===== src/rtl/sseg_pkg.sv =====
// Shared seven-segment definitions.
// Holds the segment bit indices, the hex glyph table and the hex-to-pattern
// helper used by both the display decoder and the scan capture readback.
// Also defines the scan capture FSM state type.
package sseg_pkg;

    localparam int unsigned SEG_A  = 0;
    localparam int unsigned SEG_B  = 1;
    localparam int unsigned SEG_C  = 2;
    localparam int unsigned SEG_D  = 3;
    localparam int unsigned SEG_E  = 4;
    localparam int unsigned SEG_F  = 5;
    localparam int unsigned SEG_G  = 6;
    localparam int unsigned SEG_DP = 7;

    // Active-high patterns, bit order {g,f,e,d,c,b,a}, indexed by hex value.
    localparam logic [6:0] GLYPHS [16] = '{
        7'h3F, 7'h06, 7'h5B, 7'h4F, 7'h66, 7'h6D, 7'h7D, 7'h07,
        7'h7F, 7'h6F, 7'h77, 7'h7C, 7'h39, 7'h5E, 7'h79, 7'h71
    };

    function automatic logic [6:0] hex_to_sseg(input logic [3:0] hex);
        return GLYPHS[hex];
    endfunction

    typedef enum logic [1:0] {
        IDLE,
        TRACK,
        HOLD
    } scan_state_e;

endpackage


===== src/rtl/sseg_scan_capture_if.sv =====
// Display bus plus readback outputs of the scan capture block.
//   anode       : active-low digit selects (driven by the display scanner)
//   cathode     : active-high segments {dp,g,f,e,d,c,b,a}
//   value       : recovered frame, digit k at [4k+3:4k]
//   dp_out      : per-digit decimal point
//   digit_err   : per-digit illegal glyph flag
//   frame_valid : one-cycle pulse when the outputs above were refreshed
// master drives the display side, slave is the capture block.
interface sseg_scan_capture_if #(
    parameter int unsigned DIGITS = 4
);
    logic [DIGITS-1:0]   anode;
    logic [7:0]          cathode;
    logic [4*DIGITS-1:0] value;
    logic [DIGITS-1:0]   dp_out;
    logic [DIGITS-1:0]   digit_err;
    logic                frame_valid;

    modport master (
        output anode, cathode,
        input  value, dp_out, digit_err, frame_valid
    );

    modport slave (
        input  anode, cathode,
        output value, dp_out, digit_err, frame_valid
    );
endinterface


===== src/rtl/sseg_to_hex.sv =====
// Inverse glyph lookup: maps a seven-segment pattern back to its hex nibble.
//   cathode : segment pattern {g,f,e,d,c,b,a}, active high
//   nibble  : decoded value, 0 when the pattern is not a hex glyph
//   illegal : 1 when the pattern matches no glyph
// Purely combinational.
module sseg_to_hex
    import sseg_pkg::*;
(
    input  logic [6:0] cathode,
    output logic [3:0] nibble,
    output logic       illegal
);

    always_comb begin
        nibble  = 4'h0;
        illegal = 1'b1;
        for (int i = 0; i < 16; i++) begin
            if (cathode == hex_to_sseg(4'(i))) begin
                nibble  = 4'(i);
                illegal = 1'b0;
            end
        end
    end

endmodule


===== src/rtl/sseg_scan_capture.sv =====
// Seven-segment scan readback.
// Watches the multiplexed display bus, waits for each digit's (anode, cathode)
// pair to be stable for STABLE_CYCLES edges, decodes it into a shadow slot and
// publishes the whole frame once every digit has been captured.
//   clk   : system clock
//   rst_n : synchronous active-low reset
//   bus   : slave side of sseg_scan_capture_if (display inputs, frame outputs)
module sseg_scan_capture
    import sseg_pkg::*;
#(
    parameter int unsigned DIGITS        = 4,
    parameter int unsigned STABLE_CYCLES = 4
) (
    input  logic                 clk,
    input  logic                 rst_n,
    sseg_scan_capture_if.slave   bus
);

    localparam int unsigned CW = $clog2(STABLE_CYCLES + 1);
    localparam int unsigned IW = (DIGITS > 1) ? $clog2(DIGITS) : 1;
    localparam logic [CW-1:0] STABLE = CW'(STABLE_CYCLES);

    // Pair sampled on the previous edge, for the stability comparison.
    logic [DIGITS-1:0]   prev_anode;
    logic [7:0]          prev_cathode;
    logic [CW-1:0]       count;
    scan_state_e         state;
    logic [DIGITS-1:0]   seen;

    logic [3:0]          shadow_nib [DIGITS];
    logic [DIGITS-1:0]   shadow_dp;
    logic [DIGITS-1:0]   shadow_err;

    logic [4*DIGITS-1:0] value_q;
    logic [DIGITS-1:0]   dp_q;
    logic [DIGITS-1:0]   err_q;
    logic                frame_valid_q;

    // Combinational decode of the current pair.
    logic [3:0]          nibble;
    logic                illegal;
    logic                sel_valid;
    logic [IW-1:0]       sel_idx;
    logic                same_pair;
    logic [CW-1:0]       count_next;
    logic                capture;
    logic [DIGITS-1:0]   seen_next;
    logic                frame_done;

    sseg_to_hex u_sseg_to_hex (
        .cathode (bus.cathode[6:0]),
        .nibble  (nibble),
        .illegal (illegal)
    );

    always_comb begin
        int unsigned nlow;
        nlow    = 0;
        sel_idx = '0;
        for (int k = 0; k < DIGITS; k++) begin
            if (!bus.anode[k]) begin
                nlow    = nlow + 1;
                sel_idx = IW'(k);
            end
        end
        sel_valid = (nlow == 1);
    end

    always_comb begin
        same_pair = sel_valid && (bus.anode == prev_anode) && (bus.cathode == prev_cathode);

        if (!sel_valid) begin
            count_next = '0;
        end else if (same_pair) begin
            count_next = (count == STABLE) ? STABLE : count + 1'b1;
        end else begin
            count_next = CW'(1);
        end

        // Capture only on the edge the count first reaches STABLE; an unchanged
        // pair already in HOLD must not capture again.
        capture    = sel_valid && (count_next == STABLE) && !(same_pair && state == HOLD);
        seen_next  = capture ? (seen | ~bus.anode) : seen;
        frame_done = capture && (&seen_next);
    end

    always_ff @(posedge clk) begin
        if (!rst_n) begin
            prev_anode    <= '1;
            prev_cathode  <= '0;
            count         <= '0;
            state         <= IDLE;
            seen          <= '0;
            shadow_dp     <= '0;
            shadow_err    <= '0;
            for (int k = 0; k < DIGITS; k++) begin
                shadow_nib[k] <= 4'h0;
            end
            value_q       <= '0;
            dp_q          <= '0;
            err_q         <= '0;
            frame_valid_q <= 1'b0;
        end else begin
            prev_anode   <= bus.anode;
            prev_cathode <= bus.cathode;
            count        <= count_next;

            if (!sel_valid) begin
                state <= IDLE;
            end else if (count_next == STABLE) begin
                state <= HOLD;
            end else begin
                state <= TRACK;
            end

            if (capture) begin
                shadow_nib[sel_idx] <= nibble;
                shadow_dp[sel_idx]  <= bus.cathode[SEG_DP];
                shadow_err[sel_idx] <= illegal;
            end

            frame_valid_q <= frame_done;

            if (frame_done) begin
                seen <= '0;
                // Final digit bypasses its shadow slot so it lands on this edge.
                for (int k = 0; k < DIGITS; k++) begin
                    if (IW'(k) == sel_idx) begin
                        value_q[4*k +: 4] <= nibble;
                        dp_q[k]           <= bus.cathode[SEG_DP];
                        err_q[k]          <= illegal;
                    end else begin
                        value_q[4*k +: 4] <= shadow_nib[k];
                        dp_q[k]           <= shadow_dp[k];
                        err_q[k]          <= shadow_err[k];
                    end
                end
            end else begin
                seen <= seen_next;
            end
        end
    end

    assign bus.value       = value_q;
    assign bus.dp_out      = dp_q;
    assign bus.digit_err   = err_q;
    assign bus.frame_valid = frame_valid_q;

endmodule


===== src/flat_wrapper.sv =====
// flat-port wrapper written by rule: the top's interface ports become plain ports
module sseg_scan_capture_flat import sseg_pkg::*;
#(
    parameter int unsigned DIGITS        = 4,
    parameter int unsigned STABLE_CYCLES = 4
)
  (clk, rst_n, bus_anode, bus_cathode, bus_value, bus_dp_out, bus_digit_err, bus_frame_valid);
  sseg_scan_capture_if #(.DIGITS(DIGITS)) bus_i ();
  input  logic clk;
  input  logic rst_n;
  input wire logic [$bits(bus_i.anode)-1:0] bus_anode;
  input wire logic [$bits(bus_i.cathode)-1:0] bus_cathode;
  output wire logic [$bits(bus_i.value)-1:0] bus_value;
  output wire logic [$bits(bus_i.dp_out)-1:0] bus_dp_out;
  output wire logic [$bits(bus_i.digit_err)-1:0] bus_digit_err;
  output wire logic [$bits(bus_i.frame_valid)-1:0] bus_frame_valid;
  assign bus_i.anode = bus_anode;
  assign bus_i.cathode = bus_cathode;
  assign bus_value = bus_i.value;
  assign bus_dp_out = bus_i.dp_out;
  assign bus_digit_err = bus_i.digit_err;
  assign bus_frame_valid = bus_i.frame_valid;
  sseg_scan_capture #(.DIGITS(DIGITS), .STABLE_CYCLES(STABLE_CYCLES)) u_core (.clk(clk), .rst_n(rst_n), .bus(bus_i));
endmodule

===== config.mk =====
export PLATFORM = sky130hd
export DESIGN_NAME = sseg_scan_capture_flat
export DESIGN_NICKNAME = d
export VERILOG_FILES = /design/src/rtl/sseg_pkg.sv /design/src/rtl/sseg_scan_capture_if.sv /design/src/rtl/sseg_to_hex.sv /design/src/rtl/sseg_scan_capture.sv /design/src/flat_wrapper.sv
export SDC_FILE = /design/constraint.sdc
export NUM_CORES = 1
export LEC_CHECK = 0
export CAP_MARGIN = 40
export CORE_ASPECT_RATIO = 1.2
export CORE_MARGIN = 4
export CORE_UTILIZATION = 45
export DETAILED_ROUTE_END_ITERATION = 8
export PLACE_DENSITY = 0.69
export SYNTH_ARGS = -nofsm -noshare
export SYNTH_HDL_FRONTEND = slang
export SYNTH_SLANG_ARGS = --single-unit

===== constraint.sdc =====
create_clock -name clk -period 3.3 [get_ports clk]
set_input_delay 0.495 -clock clk [delete_from_list [all_inputs] [get_ports clk]]
set_output_delay 0.495 -clock clk [all_outputs]
set_load 0.01 [all_outputs]

# After elaboration in Yosys (flattened, before gate mapping)

Memories as Yosys holds them, arrays and structs flattened. A register that Yosys moved wholly into a read port is not among the register bits.
Index checks and enable logic that the tools add are counted.

Add/sub/neg operators: 4
$mul: 0
Div/mod/pow operators: 0
Magnitude comparators: 2
Equality and inequality tests: 25
Shifts and indexed selects: 0
Muxes and demuxes: 62
Bitwise logic cells: 3
Reductions and logical operators: 17

Operator list:

| kind                                                        | number |
|---|---|
| 2-to-1 mux 32 bit                                           | 3 |
| == test 7 bit (second input constant)                       | 12 |
| adder 32 x 1 -> 32 bit (second input constant)              | 2 |
| 2-to-1 mux 4 bit                                            | 16 |
| 2-to-1 mux 1 bit                                            | 33 |
| == test 32 x 1 -> 1 bit (second input constant)             | 1 |
| == test 7 x 3 -> 1 bit (second input constant)              | 2 |
| == test 7 x 6 -> 1 bit (second input constant)              | 2 |
| 2-to-1 mux 3 bit                                            | 3 |
| bitwise mux 4 bit                                           | 2 |
| == test 8 bit                                               | 1 |
| 2-to-1 mux 2 bit                                            | 4 |
| logical AND 1 bit                                           | 7 |
| == test 3 bit (second input constant)                       | 2 |
| logical NOT 1 bit                                           | 5 |
| == test 2 bit (first input constant)                        | 2 |
| == test 4 bit                                               | 1 |
| inverter 4 bit                                              | 1 |
| bitwise OR 4 bit                                            | 1 |
| AND reduction 4 bit                                         | 1 |
| OR reduction 4 bit                                          | 1 |
| adder 3 x 1 -> 3 bit (second input constant)                | 1 |
| less-than comparator 2 x 3 -> 1 bit (second input constant) | 1 |
| adder 1 x 1 -> 2 bit (second input constant)                | 1 |
| 8 further kinds                                             | 8 |

Register bits after elaboration: 38
Latch bits: 0
RAM bits: 16
ROM bits: 0
Output and inout bits: 25
Logic and storage cells: 124
Memories kept: 1

Memory list:

| name              | words | bits a word | rd ports | clocked after Yosys merged registers in | write ports | RTL line                | RTL |
|---|---|---|---|---|---|---|---|
| u_core.shadow_nib | 4     | 4           | 4        | 4                                       | 4           | sseg_scan_capture.sv:30 | `logic [3:0] shadow_nib [DIGITS];` |

# Depth between registers and ports, before layout

Gate-level depths: netlist of run 1.

Depth in word-level cells: 20
Mapped depth: 14
Depth with buffers taken out: 12

# Cells and area by module

A second synthesis of run 1 with hierarchy kept.

Cell total of the unflattened synthesis: 331
Area, all modules: 3518.4 sq um

Modules (own cells, without submodules):

| module            | instances | cells an instance | area each (sq um) |
|---|---|---|---|
| sseg_scan_capture | 1         | 277               | 3193.1 |
| sseg_to_hex       | 1         | 54                | 325.3 |

# Worst setup path after synthesis of run 1

Ideal clock, no wire load.

Path kind: in2reg
Start: input port bus_anode[1]
End: memory u_core.shadow_nib[1][0], enable pin
Setup time: 0.361 ns
Arrival: 2.818 ns
Path slack: 0.121 ns
Cell stages on the path: 12
Path buffers: 2
Cells stage by stage: inv_1 ha_1 nor2b_1 nor2_1 ha_1 nor2_1 o21ai_0 a21o_1 buf_4 or3_1 clkbuf_1 o21ai_0

RTL lines:

| element            | RTL line                | RTL |
|---|---|---|
| start: declaration | flat_wrapper.sv:11      | `input wire logic [$bits(bus_i.anode)-1:0] bus_anode;` |
| end: declaration   | sseg_scan_capture.sv:30 |  |

# Worst setup path in the final report of run 1

Start: input port bus_anode[1]
End: register u_core.value_q[3] (netlist: u_core.bus.value[3]), read port of u_core.shadow_nib

Longest elaborated chain between the ends: 16
Elaborated cells on any way between the ends: 21
Those cells by class: add/sub: 2; eq/ne: 3; mux: 6; bitwise: 2; reduce/logical: 8

RTL lines:

| element                        | RTL line                | RTL |
|---|---|---|
| 2-to-1 mux 32 bit              | sseg_scan_capture.sv:61 | `if (!bus.anode[k]) begin` |
| adder 32 x 1 -> 32 bit         | sseg_scan_capture.sv:62 | `nlow = nlow + 1;` |
| 2-to-1 mux 32 bit              | sseg_scan_capture.sv:61 |  |
| adder 32 x 1 -> 32 bit         | sseg_scan_capture.sv:62 |  |
| 2-to-1 mux 32 bit              | sseg_scan_capture.sv:61 |  |
| == test 32 x 1 -> 1 bit        | sseg_scan_capture.sv:66 | `sel_valid = (nlow == 1);` |
| logical AND 1 bit (2 in a row) | sseg_scan_capture.sv:70 | `same_pair = sel_valid && (bus.anode == prev_anode) && (bus.cathode == prev_cathode);` |
| 2-to-1 mux 3 bit               | sseg_scan_capture.sv:74 | `end else if (same_pair) begin` |
| 2-to-1 mux 3 bit               | sseg_scan_capture.sv:72 | `if (!sel_valid) begin` |
| == test 3 bit                  | sseg_scan_capture.sv:82 | `capture = sel_valid && (count_next == STABLE) && !(same_pair && state == HOLD);` |
| logical AND 1 bit (2 in a row) | sseg_scan_capture.sv:82 |  |
| 2-to-1 mux 4 bit               | sseg_scan_capture.sv:83 | `seen_next = capture ? (seen \| ~bus.anode) : seen;` |
| AND reduction 4 bit            | sseg_scan_capture.sv:84 | `frame_done = capture && (&seen_next);` |
| logical AND 1 bit (*)          | sseg_scan_capture.sv:84 |  |
| end: declaration               | sseg_scan_capture.sv:34 | `logic [4*DIGITS-1:0] value_q;` |

Every way passes the cells marked *; elsewhere a longest branch is shown, timed or not.
A chain may end at the register's enable or synchronous reset.

==> metrics.md, run 1 <==
| Metric | Value |
|---|---|
| Multi-input gate area in the final layout | 1713 µm² |
| Slowest cell delay on critical path | 0.49 ns |
| Residual DRC | 0 |
| Ys flop type | dfxtp_1 |
| Synth top area share | 0.3117 |
| Yosys reg bits | 70 |
| Final Max Tran Viols | 0 |
| Most common cell in the netlist | dfxtp_1 |
| Sequential cell area | 1562 µm² |
| FMAX | 333.8 MHz |
| Die width | 88.14 µm |
| Synth top area cells | dfxtp_1 31%, edfxtp_1 14%, mux2i_1 6.1%, nand2_1 4.5%, xor2_1 3.3% |
| Post-cts hold buffer count | 0 |
| Synthesized Nets | 390 |
| Critical path peak fanout | 6 |
| Initial DRC count | 204 |
| R2r setup slk | 0.74 ns |
| N_diodes | 0 |
| DRT Pass-1 Iters | 4 |
| VDD IR-drop max | 0.2599 mV |
| Fin crit share | 0.9077 |
| CP max-delay cell | clkdlybuf4s50_1 |
| CTS H-tree lvls | 3 |
| ANT nets after route | 0 |
| Layout fillers | 658 |
| Crit-path cells | clkdlybuf4s50_1 > inv_1 > ha_1 > nor2b_1 > nor2_1 > ha_1 > nor2_1 > o21ai_0 > a21o_1 > buf_4 > nor4_4 > buf_4 > mux2i_1 > o21ai_1 |
| CTS tree | yes |
| Max clock buf depth | 2 |
| Relative slew margins | 0.4627 |
| Power density over cell area | 395.5 nW/µm² |
| Starting Density | 0.4713 |
| PnR Total Power | 0.001691 W |
| Placed Instance Area | 4103 µm² |
| Ys Warns | 0 |
| Crit. Startpoint | bus_anode[1] |
| Resized cells post-CTS | 0 |
| Status | complete, no violations |
| Least-Margin Pin Slew | 0.7975 ns |
| GP Congestion | 0.8471 |
| Largest net degree at the start of global routing | 24 |
| Asr flop ratio synth | 0 |
| Post-layout min period | 2.996 ns |
| Final setup viols | 0 |
| Vias in the first global route | 2620 |
| Root buffer cell | clkbuf_8 |
| Design area | 4275 µm² |
| Netlist cell types | 51 |
| Worst r2r src | u_core.count[0]$_SDFF_PN0_ |
| Initial antenna violation count | 0 |
| Crit Path Class | primary input to flop |
| DP HPWL | 5.543 mm |
| CP top delay family | buffers and inverters |
| Buf/Inv on CP | 4 |
| Hold Crit Class | flop to flop |
| I/O pins | 39 |
| Die area | 9182 µm² |
| Largest area contributor in the netlist | dfxtp_1 |
| Grt total ovfl | 0 |
| Routed WL | 7.442 mm |
| Worst setup EP type | flop |
| Port bufs | 38 |
| Worst EP required | 3.55 ns |
| DR vias | 2823 |
| Crit path DAT | 3.24 ns |
| GRT Overall Usage | 0.1718 |
| RSZ-0062 raised after global routing | false |
| Vias/cell | 5.377 |
| Fin nets | 449 |
| Syn Area/Cell | 9.349 µm² |
| Post-synth top cells | 54 x dfxtp_1, 42 x nand2_1, 28 x nor2_1 |
| Leak | 1.595 nW |
| Worst-skew pair later-pin latency | 0.35 ns |
| CTS clk-pin slew, worst paths | 0.08 ns |
| Core Box Area | 7360 µm² |
| HP Start | u_core.bus.dp_out[2]$_SDFFE_PN0P_ |
| TritonCTS Buffers | 9 |
| # rows | 34 |
| Global-route wire length before repair | 12.51 mm |
| P&R area growth vs syn | 23.27% |
| EDFF count, synth | 16 |
| Routed WL per cell | 14.18 µm |
| Register area share after synthesis | 0.4502 |
| Synth Cell Area | 3468 µm² |
| Die height | 104.2 µm |
| Max-cap violations | 0 |
| Mapped Cells | 371 |
| Final hold vios | 0 |
| Postcts setup bufs | 0 |
| Clock skew | 0.01294 ns |
| CTS sink cnt | 70 |
| Crit start category | primary input |
| Layout cell share with drive strength beyond 1 | 0.1563 |
## final timing paths
| kind | endpoint | depth (start not counted) |
|---|---|---|
| hold reg to reg | u_core.bus.dp_out[2]$_SDFFE_PN0P_ | 2 |
| setup / recovery | u_core.bus.value[3]$_SDFFE_PN0P_ | 14 |
| setup reg to reg | u_core.shadow_nib[0][2]$_SDFFCE_PN0P_ | 7 |
| hold / removal | u_core.bus.dp_out[2]$_SDFFE_PN0P_ | 2 |
## kinds of logic after synthesis
family | count (synthesis) | synth area share
multiplexers | 21 | 0.06061
buffers and inverters | 40 | 0.05591
flip-flops | 70 | 0.4502
adder cells (fa/ha/maj) | 5 | 0.01804
AND/OR/NAND/NOR | 161 | 0.2720
XOR/XNOR | 16 | 0.04041
AO/OA/AOI/OAI | 58 | 0.1028
## report_power, final
group	internal [W]	switching (W)	total, W
logic	0.0000776	0.000107	0.000185
registers	0.000889	0.00000564	0.000895
clock network	0.000274	0.000338	0.000611
total	0.00124	0.000450	0.00169
## layout by cell type, fill, tap and decap left out, types with 13 or more instances in the layout
cell | Yosys | final
dfxtp_1 | 54 | 54
edfxtp_1 | 16 | 16
o21ai_0 | 16 | 16
o21ai_1 | 13 | 13
nand3_1 | 22 | 22
clkdlybuf4s50_1 | 0 | 38
nor2_1 | 28 | 28
inv_1 | 13 | 13
xor2_1 | 13 | 13
nand2_1 | 42 | 42
buf_4 | 2 | 35
mux2i_1 | 21 | 21
## stage by stage
| stage | setup TNS, ns | instances | hold slack, ns | util | setup WS, ns |
|---|---|---|---|---|---|
| floorplan | 0 | 371 | 0.4317 | - | 0.1209 |
| detailed placement | -0.8480 | 509 | 0.4419 | 0.5575 | -0.04958 |
| finish | 0 | 525 | 0.4473 | 0.5809 | 0.3045 |
| global route | 0 | 525 | 0.4670 | 0.5809 | 0.06874 |
| CTS | 0 | 525 | 0.4530 | 0.5809 | 0.3128 |
| global placement | -0.05519 | 509 | 0.4388 | 0.5575 | -0.01020 |
## worst min-delay path: stages (launching register included)
cell	delay [ns]
dfxtp_1	0.31
nand2_1	0.05
o21ai_1	0.05
## area by class of cell
class,count,area share
clock buffer,9,0.02897
timing repair buffer,74,0.1551
clock inverter,7,0.01141
sequential,70,0.3652
tap,90,0.02634
inverter,14,0.01229
multi-input combinational,261,0.4006
## sequential cells by signal, indices dropped and copies added, names as in the netlist
| register | count |
|---|---|
| u_core.bus.value | 16 |
| u_core.shadow_nib | 16 |
| u_core.prev_cathode | 8 |
| u_core.bus.digit_err | 4 |
| u_core.bus.dp_out | 4 |
| u_core.prev_anode | 4 |
| u_core.seen | 4 |
| u_core.shadow_dp | 4 |
| u_core.shadow_err | 4 |
| u_core.count | 3 |
| u_core.state | 2 |
| u_core.bus.frame_valid | 1 |
## routing by layer
layer / routed length, µm / GRT usage / vias to the layer above
met5: 0 / 0 / -
met1: 3307 / 0.2205 / 1325
met3: 419 / 0.04437 / 12
met2: 3613 / 0.2807 / 71
met4: 101 / 0.05184 / 0
li1: - / - / 1415
Note: power is estimated with default switching activity, not from simulation.
==> inputs of run 2 (changes only) <==
--- a/config.mk
+++ b/config.mk
@@ -9,6 +9,7 @@
 export CORE_ASPECT_RATIO = 1.2
 export CORE_MARGIN = 4
 export CORE_UTILIZATION = 45
+export CTS_BUF_LIST = sky130_fd_sc_hd__clkbuf_4
 export DETAILED_ROUTE_END_ITERATION = 8
 export PLACE_DENSITY = 0.69
 export SYNTH_ARGS = -nofsm -noshare
==> metrics.md, run 2 (synthesis results as in run 1) <==
| Metric | Value |
|---|---|
| Status | complete, no violations |
| Post-layout min period | 2.927 ns |
| Fin crit share | 0.8869 |
| FMAX | 341.7 MHz |
| Least-Margin Pin Slew | 0.7990 ns |
| Grt total ovfl | 0 |
| Core Box Area | 7360 µm² |
| Postcts setup bufs | 0 |
| Final setup viols | 0 |
| Routed WL | 7.428 mm |
| CTS tree | yes |
| Crit path DAT | 3.26 ns |
| Core Util, Final | 0.5733 |
| Initial DRC count | 210 |
| Finished Layout Cells | 525 |
| Commonest non-fill, non-tap cells in the layout | 54 x dfxtp_1, 42 x nand2_1, 38 x clkdlybuf4s50_1 |
| Worst EP required | 3.63 ns |
| Post-cts hold buffer count | 0 |
| ANT nets after route | 0 |
| GP Congestion | 0.8471 |
| Relative slew margins | 0.4617 |
| GRT Overall Usage | 0.1723 |
| DP HPWL | 5.543 mm |
| Max clock buf depth | 2 |
| P&R area growth vs syn | 21.65% |
| PnR Total Power | 0.001553 W |
| Largest net degree at the start of global routing | 24 |
| Starting Density | 0.4713 |
| Crit Path Class | primary input to flop |
| Residual DRC | 0 |
| Power density over cell area | 368.1 nW/µm² |
| CTS sink cnt | 70 |
| Worst-skew pair later-pin latency | 0.43 ns |
| Clock skew | 0.02110 ns |
| Fin nets | 449 |
| Hold Crit Class | flop to flop |
| Final hold vios | 0 |
| Global-route wire length before repair | 12.45 mm |
| Setup TNS | 0 ns |
| DRT Pass-1 Iters | 5 |
| Layout cell share with drive strength beyond 1 | 0.1563 |
| CTS H-tree lvls | 3 |
| Die width | 88.14 µm |
| DR vias | 2821 |
| Die area | 9182 µm² |
| Die height | 104.2 µm |
| Commonest non-fill, non-tap cell in the layout | dfxtp_1 |
| Max-cap violations | 0 |
| I/O pins | 39 |
| Resized cells post-CTS | 0 |
| Final Max Tran Viols | 0 |
| Routed WL per cell | 14.15 µm |
| Critical path peak fanout | 6 |
| N_diodes | 0 |
| Worst setup EP type | flop |
| CTS clk-pin slew, worst paths | 0.12 ns |
| Port bufs | 38 |
| # rows | 34 |
| RSZ-0062 raised after global routing | false |
| TritonCTS Buffers | 9 |
| Vias in the first global route | 2623 |
| Worst hold slack | 0.4528 ns |
| Initial antenna violation count | 0 |
| Vias/cell | 5.373 |
| Root buffer cell | clkbuf_4 |
| Leak | 1.571 nW |
| Inst Count DP | 509 |
| VDD IR-drop max | 0.2307 mV |
| Crit start category | primary input |
## run 2: layout make-up
class                      count  area (µm²)
clock buffer                   9       67.56
clock inverter                 7       48.80
timing repair buffer          74       663.1
inverter                      14       52.55
tap                           90       112.6
fill                         667        3141
multi-input combinational    261        1713
sequential                    70        1562
## run 2: metal layers
layer / track usage / part of all wire / vias up
met1: 0.2190 / 0.44 / 1326
li1: - / - / 1418
met2: 0.2791 / 0.48 / 69
met4: 0.06479 / 0.013 / 0
met5: 0 / 0 / -
met3: 0.04200 / 0.061 / 8
## run 2: path summary, 6_finish.rpt
path	from	endpoint	slack, ns	depth (start not counted)
worst max register to register	u_core.count[0]$_SDFF_PN0_	u_core.shadow_nib[3][2]$_DFFE_PP_	0.74	7
worst min-delay path	u_core.bus.dp_out[2]$_SDFFE_PN0P_	u_core.bus.dp_out[2]$_SDFFE_PN0P_	0.45	2
worst min register to register	u_core.bus.dp_out[2]$_SDFFE_PN0P_	u_core.bus.dp_out[2]$_SDFFE_PN0P_	0.45	2
worst max-delay path	bus_anode[1]	u_core.bus.value[3]$_SDFFE_PN0P_	0.37	14
## run 2: critical path, stage by stage
cell and delay (ns):
clkdlybuf4s50_1 0.50, inv_1 0.07, ha_1 0.31, nor2b_1 0.17, nor2_1 0.07, ha_1 0.29, nor2_1 0.08, o21ai_0 0.11
a21o_1 0.24, buf_4 0.17, nor4_4 0.26, buf_4 0.19, mux2i_1 0.22, o21ai_1 0.08
## run 2: stage by stage
| step | setup WS [ns] | cell area [µm²] |
|---|---|---|
| floorplan | 0.1209 | 3468 |
| global placement | -0.01020 | 4103 |
| detailed placement | -0.04958 | 4103 |
| CTS | 0.4005 | 4219 |
| global route | 0.1686 | 4219 |
| finish | 0.3732 | 4219 |
## run 2: report_power, final
| group | internal [W] | leakage [nW] | switching [W] | total [W] |
|---|---|---|---|---|
| sequential | 0.000890 | 0.606 | 0.00000558 | 0.000895 |
| combinational | 0.0000776 | 0.903 | 0.000107 | 0.000185 |
| clock | 0.000156 | 0.0626 | 0.000317 | 0.000473 |
==> inputs of run 3 (changes only) <==
--- a/config.mk
+++ b/config.mk
@@ -5,6 +5,7 @@
 export SDC_FILE = /design/constraint.sdc
 export NUM_CORES = 1
 export LEC_CHECK = 0
+export ABC_AREA = 0
 export CAP_MARGIN = 40
 export CORE_ASPECT_RATIO = 1.2
 export CORE_MARGIN = 4
@@ -15,3 +16,4 @@
 export SYNTH_ARGS = -nofsm -noshare
 export SYNTH_HDL_FRONTEND = slang
 export SYNTH_SLANG_ARGS = --single-unit
+export TNS_END_PERCENT = 50
==> results of run 3 <==
Final layout, timing and power as in run 2 (identical DEF).
